### src/rtl/ks_audio_out_pkg.sv
// Shared constants for the Karplus-Strong audio output stage.
// Latency: n/a (types and constants only).
// Backpressure: n/a.
package ks_audio_out_pkg;

   localparam int KS_DATA_WIDTH = 8;
   localparam int KS_DIV_WIDTH  = 16;

   localparam logic [KS_DATA_WIDTH-1:0] MIDSCALE = {1'b1, {(KS_DATA_WIDTH-1){1'b0}}};

   typedef enum logic {
      MODE_PWM = 1'b0,
      MODE_SD  = 1'b1
   } mode_e;

endpackage

### src/rtl/ks_modulator.sv
// 1-bit audio modulator: free-running PWM compare or first-order sigma-delta.
// Latency: audio_o reflects level_i and mode_sd_i one clock after they are presented.
// Backpressure: none; both modulators advance every enabled cycle and clear when disabled.
module ks_modulator
   import ks_audio_out_pkg::*;
#(
   parameter int DATA_WIDTH = KS_DATA_WIDTH
) (
   input  logic                  clk_i,
   input  logic                  rst_i,
   input  logic                  en_i,
   input  logic                  mode_sd_i,
   input  logic [DATA_WIDTH-1:0] level_i,
   output logic                  audio_o
);

   logic [DATA_WIDTH-1:0] pwm_cnt;
   logic [DATA_WIDTH-1:0] acc;
   logic [DATA_WIDTH:0]   sum;
   logic                  audio_nxt;
   mode_e                 mode;

   assign mode = mode_e'(mode_sd_i);
   // The carry out of the accumulator is the sigma-delta bit; its density is level/2^W.
   assign sum  = {1'b0, acc} + {1'b0, level_i};

   always_comb begin
      audio_nxt = 1'b0;
      case (mode)
         MODE_SD:  audio_nxt = sum[DATA_WIDTH];
         default:  audio_nxt = (pwm_cnt < level_i);
      endcase
   end

   always_ff @(posedge clk_i or posedge rst_i) begin
      if (rst_i) begin
         pwm_cnt <= '0;
         acc     <= '0;
         audio_o <= 1'b0;
      end else if (!en_i) begin
         pwm_cnt <= '0;
         acc     <= '0;
         audio_o <= 1'b0;
      end else begin
         pwm_cnt <= pwm_cnt + DATA_WIDTH'(1);
         acc     <= sum[DATA_WIDTH-1:0];
         audio_o <= audio_nxt;
      end
   end

endmodule

### src/rtl/ks_audio_out.sv
// Paces the string, captures and scales its sample to offset binary, drives the audio pin.
// Latency: level_o one clock after the advance_o cycle, audio_o one clock after that.
// Backpressure: none; en_i low silences the output and stops pacing, level_o holds.
module ks_audio_out
   import ks_audio_out_pkg::*;
#(
   parameter int DATA_WIDTH = KS_DATA_WIDTH,
   parameter int DIV_WIDTH  = KS_DIV_WIDTH
) (
   input  logic                  clk_i,
   input  logic                  rst_i,
   input  logic                  en_i,
   input  logic [DIV_WIDTH-1:0]  div_i,
   input  logic                  mode_sd_i,
   input  logic [2:0]            volume_i,
   input  logic [DATA_WIDTH-1:0] sample_i,
   output logic                  advance_o,
   output logic                  sample_tick_o,
   output logic [DATA_WIDTH-1:0] level_o,
   output logic                  audio_o
);

   localparam logic [DATA_WIDTH-1:0] MID = {1'b1, {(DATA_WIDTH-1){1'b0}}};

   logic [DIV_WIDTH-1:0]         cnt;
   logic [DIV_WIDTH-1:0]         div_eff;
   logic                         tick_w;
   logic                         capture;
   logic signed [DATA_WIDTH-1:0] scaled;
   logic [DATA_WIDTH-1:0]        level_w;

   assign div_eff = (div_i < DIV_WIDTH'(2)) ? DIV_WIDTH'(2) : div_i;
   // >= rather than == so a divisor lowered mid-period wraps on the next edge.
   assign tick_w  = en_i && (cnt >= div_eff - DIV_WIDTH'(1));

   always_ff @(posedge clk_i or posedge rst_i) begin
      if (rst_i) begin
         cnt       <= '0;
         advance_o <= 1'b0;
      end else if (!en_i) begin
         cnt       <= '0;
         advance_o <= 1'b0;
      end else begin
         cnt       <= tick_w ? '0 : cnt + DIV_WIDTH'(1);
         advance_o <= tick_w;
      end
   end

   assign capture = advance_o && en_i;
   assign scaled  = $signed(sample_i) >>> volume_i;
   assign level_w = scaled ^ MID;

   always_ff @(posedge clk_i or posedge rst_i) begin
      if (rst_i) begin
         level_o       <= MID;
         sample_tick_o <= 1'b0;
      end else begin
         sample_tick_o <= capture;
         if (capture) begin
            level_o <= level_w;
         end
      end
   end

   ks_modulator #(
      .DATA_WIDTH (DATA_WIDTH)
   ) u_modulator (
      .clk_i     (clk_i),
      .rst_i     (rst_i),
      .en_i      (en_i),
      .mode_sd_i (mode_sd_i),
      .level_i   (level_o),
      .audio_o   (audio_o)
   );

endmodule

### config.mk
export PLATFORM = sky130hd
export DESIGN_NAME = ks_audio_out
export DESIGN_NICKNAME = d
export VERILOG_FILES = /design/src/rtl/ks_audio_out_pkg.sv /design/src/rtl/ks_modulator.sv /design/src/rtl/ks_audio_out.sv
export SDC_FILE = /design/constraint.sdc
export NUM_CORES = 1
export LEC_CHECK = 0
export CAP_MARGIN = 40
export CELL_PAD_IN_SITES_DETAIL_PLACEMENT = 1
export CELL_PAD_IN_SITES_GLOBAL_PLACEMENT = 1
export CORE_ASPECT_RATIO = 1.25
export CORE_MARGIN = 2
export CORE_UTILIZATION = 43
export CTS_CLUSTER_DIAMETER = 50
export DETAILED_ROUTE_END_ITERATION = 6
export PLACE_DENSITY_LB_ADDON = 0.1
export SKIP_CTS_REPAIR_TIMING = 1
export SLEW_MARGIN = 20
export SYNTH_ARGS = -nofsm -noshare
export SYNTH_HDL_FRONTEND = slang
export SYNTH_SLANG_ARGS = --single-unit
### constraint.sdc
create_clock -name clk_i -period 2.4 [get_ports clk_i]
set_input_delay 0.24 -clock clk_i [delete_from_list [all_inputs] [get_ports clk_i]]
set_output_delay 0.24 -clock clk_i [all_outputs]
set_load 0.05 [all_outputs]
==> results.md, run 1 <==
- Outcome: complete, but fails checks
- Failing checks: negative setup slack
- RSZ-0062 raised after global routing: true
- Sw power: 554 µW
- Syn avg cell area: 9.60 µm²
- Gate power share: 25.5%
- Synth Net Count: 385
- Worst Setup SP: div_i[13]
- Largest net degree at the start of global routing: 44
- DPL Wire Length: 6040 µm
- Startpoint Class: input pin
- CP max stage delay: 580 ps
- Flop pwr share: 40.6%
- GRT overflow: 0
- Wirelength per Cell: 16.3 µm
- Initial core utilization: 44.2%
- Slew Limit Fails: 0
- Most common cell in the netlist: dfrtp_1
- CTS tree: built
- Ys Warns: 0
- Dpl cells: 478
- VDD IR-drop max: 0.000286 V
- Clk buf depth: 2
- WP data required: 2590 ps
- Sw Ratio: 27.9%
- Setup WS post-layout: -1590 ps
- Largest cells by area after synthesis: dfrtp_1 34%, ha_1 14%, xnor2_1 6.6%
- Clock Latency Late Sink: 300 ps
- LEAKAGE: 0.00188 µW
- CTS sink cnt: 43
- Async S/R FF share, synth: 100%
- Primary FF master, synth: dfrtp_1
- Critical path's most frequent cell: nand4_1
- Num CTS Buffers: 5
- # IOs: 42
- Post-DR vias/cell: 5.43
- Root buffer cell: clkbuf_8
- First-pass GRT wire length: 12,900 µm
- Die Y: 98.4 µm
- Number of synthesized flops with an enable pin: 0
- Worst Tran Pin Value: 574 ps
- Core footprint: 6930 µm²
- Clock transition at path regs: 80 ps
- Final period utilization: 166%
- Setup WS pre-CTS: -2230 ps
- CP Capture Type: flop
- I/O Buffers: 41
- Finished Layout Cells: 492
- # rows: 34
- Initial antenna violation count: 0
- Total Nets Final: 467
- Sequential share of the synthesized area: 35.2%
- Die area: 7820 µm²
- Total of max-cap violations: 0
- HP Class: in -> async
- Clock power frac: 33.9%
- Starting DRC count in detailed routing: 96
- Routed WL: 8040 µm
- Max FO, Critical Path: 8
- DRT antenna net count: 0
- Crit-path cells: dlymetal6s2s_1, or3_4, nor3_4, buf_6, nand4_1, nand2_1, ha_2, or3b_4, or2_4, nand2b_4, nor2_4, xnor2_2, ha_1, nand4_1, or4_4, o31a_1, nand3_4, nor2_1
- Final setup viols: 17
- Max Clock Freq: 0.250 GHz
- Count of final hold-check violations: 0
- Syn Std Cell Area: 3060 µm²
- Yosys top cell by area: dfrtp_1
- Worst Skew: 8.36 ps
- Top-area cell type share of the netlist area: 34.3%
- Synthesized flop and latch total: 43
- Via count: 2,671
- Die W: 79.5 µm
- Total track usage: 20.7%
- DRT Pass-1 Iters: 4
- Residual DRC: 0
- Slew HR: 61.6%
- H-Tree Depth: 2
- Vias in the first global route: 2,866
- Area delta synth->final: 33.6%
- Post-Synthesis Cells: 319
- Fin crit period: 3990 ps
- Unique masters post-synth: 49
- Crit-path slowest cell: or4_4
- Placer Congestion: 0.757
- CP arrival: 4190 ps
- FF-to-FF Start: cnt[0]$_DFF_PP0_
- Most frequent cells after synthesis: 42 x dfrtp_1, 37 x nor2_1, 34 x ha_1
- # diodes: 0
- Kind of critical path: in -> reg
- Cell area power density: 485 nW/µm²
- Total internal power: 1430 µW
- Layout cells sized above 1: 21.1%
[worst paths after layout]
check | slack [ps] | cells past startpoint | to
setup / recovery | -1590 | 18 | cnt[2]$_DFF_PP0_
hold reg to reg | 500 | 1 | u_modulator.pwm_cnt[0]$_DFF_PP0_
hold / removal | 380 | 3 | u_modulator.pwm_cnt[6]$_DFF_PP0_
setup reg to reg | 130 | 8 | cnt[9]$_DFF_PP0_
max in group asynchronous | 1620 | 3 | level_o[7]$_DFFE_PP1P_
min in group clk_i | 500 | 1 | u_modulator.pwm_cnt[0]$_DFF_PP0_
[flip-flops by register name (all words and copies together) (netlist names)]
name	count
advance_o	1
cnt	16
level_o	8
sample_tick_o	1
u_modulator.acc	8
u_modulator.audio_o	1
u_modulator.pwm_cnt	8
[power groups by stage]
stage | Clock, µW | Combinational [µW] | Sequential (µW)
2_1_floorplan | 0 | 263 | 848
3_3_place_gp | 0 | 478 | 819
3_5_place_dp | 0 | 495 | 822
4_1_cts | 682 | 500 | 808
5_1_grt | 707 | 560 | 812
6_report | 674 | 506 | 806
[cells in the final DEF (no fill, tap or decap), drive strengths merged, types with 2 or more instances in the layout]
cell type,Yosys,layout
dfrtp,42,42
buf,2,41
nor2,37,37
clkdlybuf4s50,0,34
ha,34,34
xnor2,23,23
nand2,22,22
inv,14,13
xor2,13,13
nand3,12,13
nor3,13,13
o21ai,12,12
and2,12,12
a21oi,11,11
clkbuf,5,9
nand4,7,7
mux2i,6,6
a21o,5,5
mux4,5,5
a211oi,4,4
and3,4,4
nand2b,4,4
o21a,3,3
dlymetal6s2s,0,3
or4,2,2
o211ai,2,2
nor2b,2,2
a211o,2,2
mux2,2,2
bufinv,0,2
or2,2,2
nor4,2,2
[final cells by class]
class                           count  area, µm²
Inverter                           14       52.6
Clock inverter                      2       60.1
Multi-Input combinational cell    256       2010
Fill cell                         781       2840
Clock buffer                        6       72.6
Tap cell                           90        113
Timing Repair Buffer               81        708
Sequential cell                    43       1080
[cells by family after synthesis]
kind of cell / count (synthesis) / share of synthesized area [%]
and+or+nand+nor: 124 / 20.7
AOI/OAI and AO/OA: 47 / 9.97
DFF: 43 / 35.2
xor gates and xnor gates: 36 / 10.3
adders and majority gates: 35 / 14.5
buffers and inverters: 21 / 2.98
muxes: 13 / 6.37
[per-layer routing]
metal / GRT usage [%] / wire (µm) / vias up
met1: 21.4 / 2960 / 1317
li1: - / - / 1295
met4: 8.49 / 172 / 0
met3: 2.13 / 137 / 13
met2: 40.8 / 4780 / 46
met5: 0 / 0 / -
[critical path, delay by kind of cell]
family | cells | cell delay [ps]
AND/OR/NAND/NOR | 12 | 2780
adder cells (fa/ha/maj) | 2 | 480
AO/OA/AOI/OAI | 1 | 370
buffers and inverters | 2 | 250
XOR/XNOR | 1 | 70
[metrics by stage]
stage / hold slack [ps] / TNS [ps] / utilization (%) / area (µm²) / power, µW
3_5_place_dp: 487 / -37220 / 55.2 / 3830 / 1320
4_1_cts: 404 / -31800 / 57.1 / 3960 / 1990
2_1_floorplan: 317 / -24680 / - / 3080 / 1110
6_report: 383 / -26540 / 59.0 / 4090 / 1990
3_3_place_gp: 463 / -34460 / 55.2 / 3830 / 1300
5_1_grt: 447 / -29460 / 59.0 / 4090 / 2080
(Power assumes the default switching activity.)
==> run 2, diff against run 1 <==
--- a/config.mk
+++ b/config.mk
@@ -6,14 +6,12 @@
 export NUM_CORES = 1
 export LEC_CHECK = 0
 export CAP_MARGIN = 40
-export CELL_PAD_IN_SITES_DETAIL_PLACEMENT = 1
-export CELL_PAD_IN_SITES_GLOBAL_PLACEMENT = 1
 export CORE_ASPECT_RATIO = 1.25
 export CORE_MARGIN = 2
-export CORE_UTILIZATION = 43
+export CORE_UTILIZATION = 55
 export CTS_CLUSTER_DIAMETER = 50
 export DETAILED_ROUTE_END_ITERATION = 6
-export PLACE_DENSITY_LB_ADDON = 0.1
+export PLACE_DENSITY = 0.8
 export SKIP_CTS_REPAIR_TIMING = 1
 export SLEW_MARGIN = 20
 export SYNTH_ARGS = -nofsm -noshare
==> results.md, run 2 (synthesis results as in run 1) <==
- Count of final hold-check violations: 0
- Cell area power density: 430 nW/µm²
- I/O Buffers: 41
- Total of max-cap violations: 0
- DPL Wire Length: 5180 µm
- Residual DRC: 0
- Final instance area: 4120 µm²
- CTS tree: built
- Outcome: complete, but fails checks
- CP arrival: 4170 ps
- Worst reg2reg endpoint: cnt[9]$_DFF_PP0_
- Kind of critical path: in -> reg
- Commonest non-fill, non-tap cells in the layout: 42 x dfrtp_1, 42 x buf_4, 33 x ha_1
- R2R cell count: 8
- Total Nets Final: 470
- Final period utilization: 166%
- DRT Pass-1 Iters: 4
- WP data required: 2580 ps
- Layout cells sized above 1: 24.2%
- Finished Layout Cells: 469
- Final setup viols: 17
- Die W: 70.7 µm
- GRT overflow: 0
- DP Area: 3800 µm²
- Placer Congestion: 0.820
- Num CTS Buffers: 5
- Max Clock Freq: 0.251 GHz
- Setup WS post-layout: -1590 ps
- Initial core utilization: 56.7%
- Worst Tran Pin Value: 537 ps
- Max reg flops: 16
- Initial antenna violation count: 0
- Via count: 2,664
- Starting DRC count in detailed routing: 126
- DRT antenna net count: 0
- First-pass GRT wire length: 11,200 µm
- Fin crit period: 3990 ps
- Startpoint Class: input pin
- Worst Skew: 11.0 ps
- # rows: 30
- Slew Limit Fails: 0
- Failing checks: negative setup slack
- M3 GR Usage: 3.70%
- Grt met1 use: 25.3%
- Root buffer cell: clkbuf_8
- Most flop-heavy register: cnt
- Total track usage: 22.8%
- # IOs: 42
- Area delta synth->final: 34.6%
- Wirelength per Cell: 15.0 µm
- Post-DR vias/cell: 5.68
- Die area: 6190 µm²
- Clk buf depth: 2
- Core footprint: 5410 µm²
- CP Capture Type: flop
- Max FO, Critical Path: 8
- LEAKAGE: 0.00192 µW
- Slew HR: 64.1%
- Clock Latency Late Sink: 300 ps
- VDD IR-drop max: 0.000280 V
- Met2 Use GR: 42.3%
- Die Y: 87.4 µm
- GR peak layer: met2
- Flop2flop setup slack: 90 ps
- Routed WL: 7050 µm
- Vias in the first global route: 2,610
- HP Class: in -> async
- Largest net degree at the start of global routing: 44
- H-Tree Depth: 2
- Dpl cells: 452
- CTS sink cnt: 43
- RSZ-0062 raised after global routing: true
- Clock transition at path regs: 80 ps
- # diodes: 0
- FF-to-FF Start: cnt[0]$_DFF_PP0_
run 2: cell count changes in the layout (fill, tap and decap cells not counted), sizes merged:
cell           change
clkinvlp           +1
buf                +3
dlymetal6s2s       +3
inv                +1
bufinv             -2
clkbuf             -1
clkdlybuf4s50      -2
run 2: cell type report:
type                    count  area, µm²
clock buffers               6       72.6
clock inverters             2       12.5
fillers                   378       1280
inverters                  14       52.6
multi-input cells         256       2080
flip-flops and latches     43       1080
well taps                  64       80.1
repair buffers             84        743
run 2: routing by layer:
layer / part of all wire [%] / up-vias / routed length (µm)
li1: - / 1306 / -
met1: 39 / 1289 / 2770
met2: 56 / 53 / 3910
met3: 2.5 / 16 / 174
met4: 2.8 / 0 / 194
met5: 0 / - / 0
run 2: worst max path at each step:
stage,startpoint,endpoint,slack (ps),cells past startpoint
finish,div_i[10],cnt[14]$_DFF_PP0_,-1590,18
global route,div_i[5],cnt[14]$_DFF_PP0_,-1730,17
CTS,div_i[8],cnt[9]$_DFF_PP0_,-1880,17
detailed placement,div_i[8],cnt[9]$_DFF_PP0_,-2190,17
global placement,div_i[8],cnt[15]$_DFF_PP0_,-2000,16
floorplan,div_i[8],cnt[10]$_DFF_PP0_,-1510,16
run 2: worst max-delay path, cell delays in order:
cell and delay [ps]:
clkdlybuf4s50_1 530, nor3_4 60, nand4_1 140, buf_4 130
buf_4 100, nor2b_4 150, ha_4 140, or3b_4 370
or2_4 280, nand2b_4 160, nor2_4 120, xnor2_2 80
ha_1 300, nand4_1 150, or4_4 560, o31a_1 370
nand3_4 220, nor2_2 50
run 2: where the power goes:
group          leakage [µW]  internal [µW]  switching (µW)
Combinational       0.00131            250             262
Clock             0.0000412            204             254
Sequential         0.000574            769            34.3
Total               0.00192           1220             550
run 2: stage by stage:
step	worst slack [ps]	power (µW)	hold WS, ps	util [%]	setup TNS (ps)
after floorplan	-1510	1110	317	-	-24680
after global placement	-2000	1290	461	70.2	-33660
after detailed placement	-2190	1310	470	70.2	-36720
after CTS	-1880	1760	379	71.8	-31360
after global routing	-1730	1870	438	76.3	-28730
final	-1590	1770	365	76.3	-26370
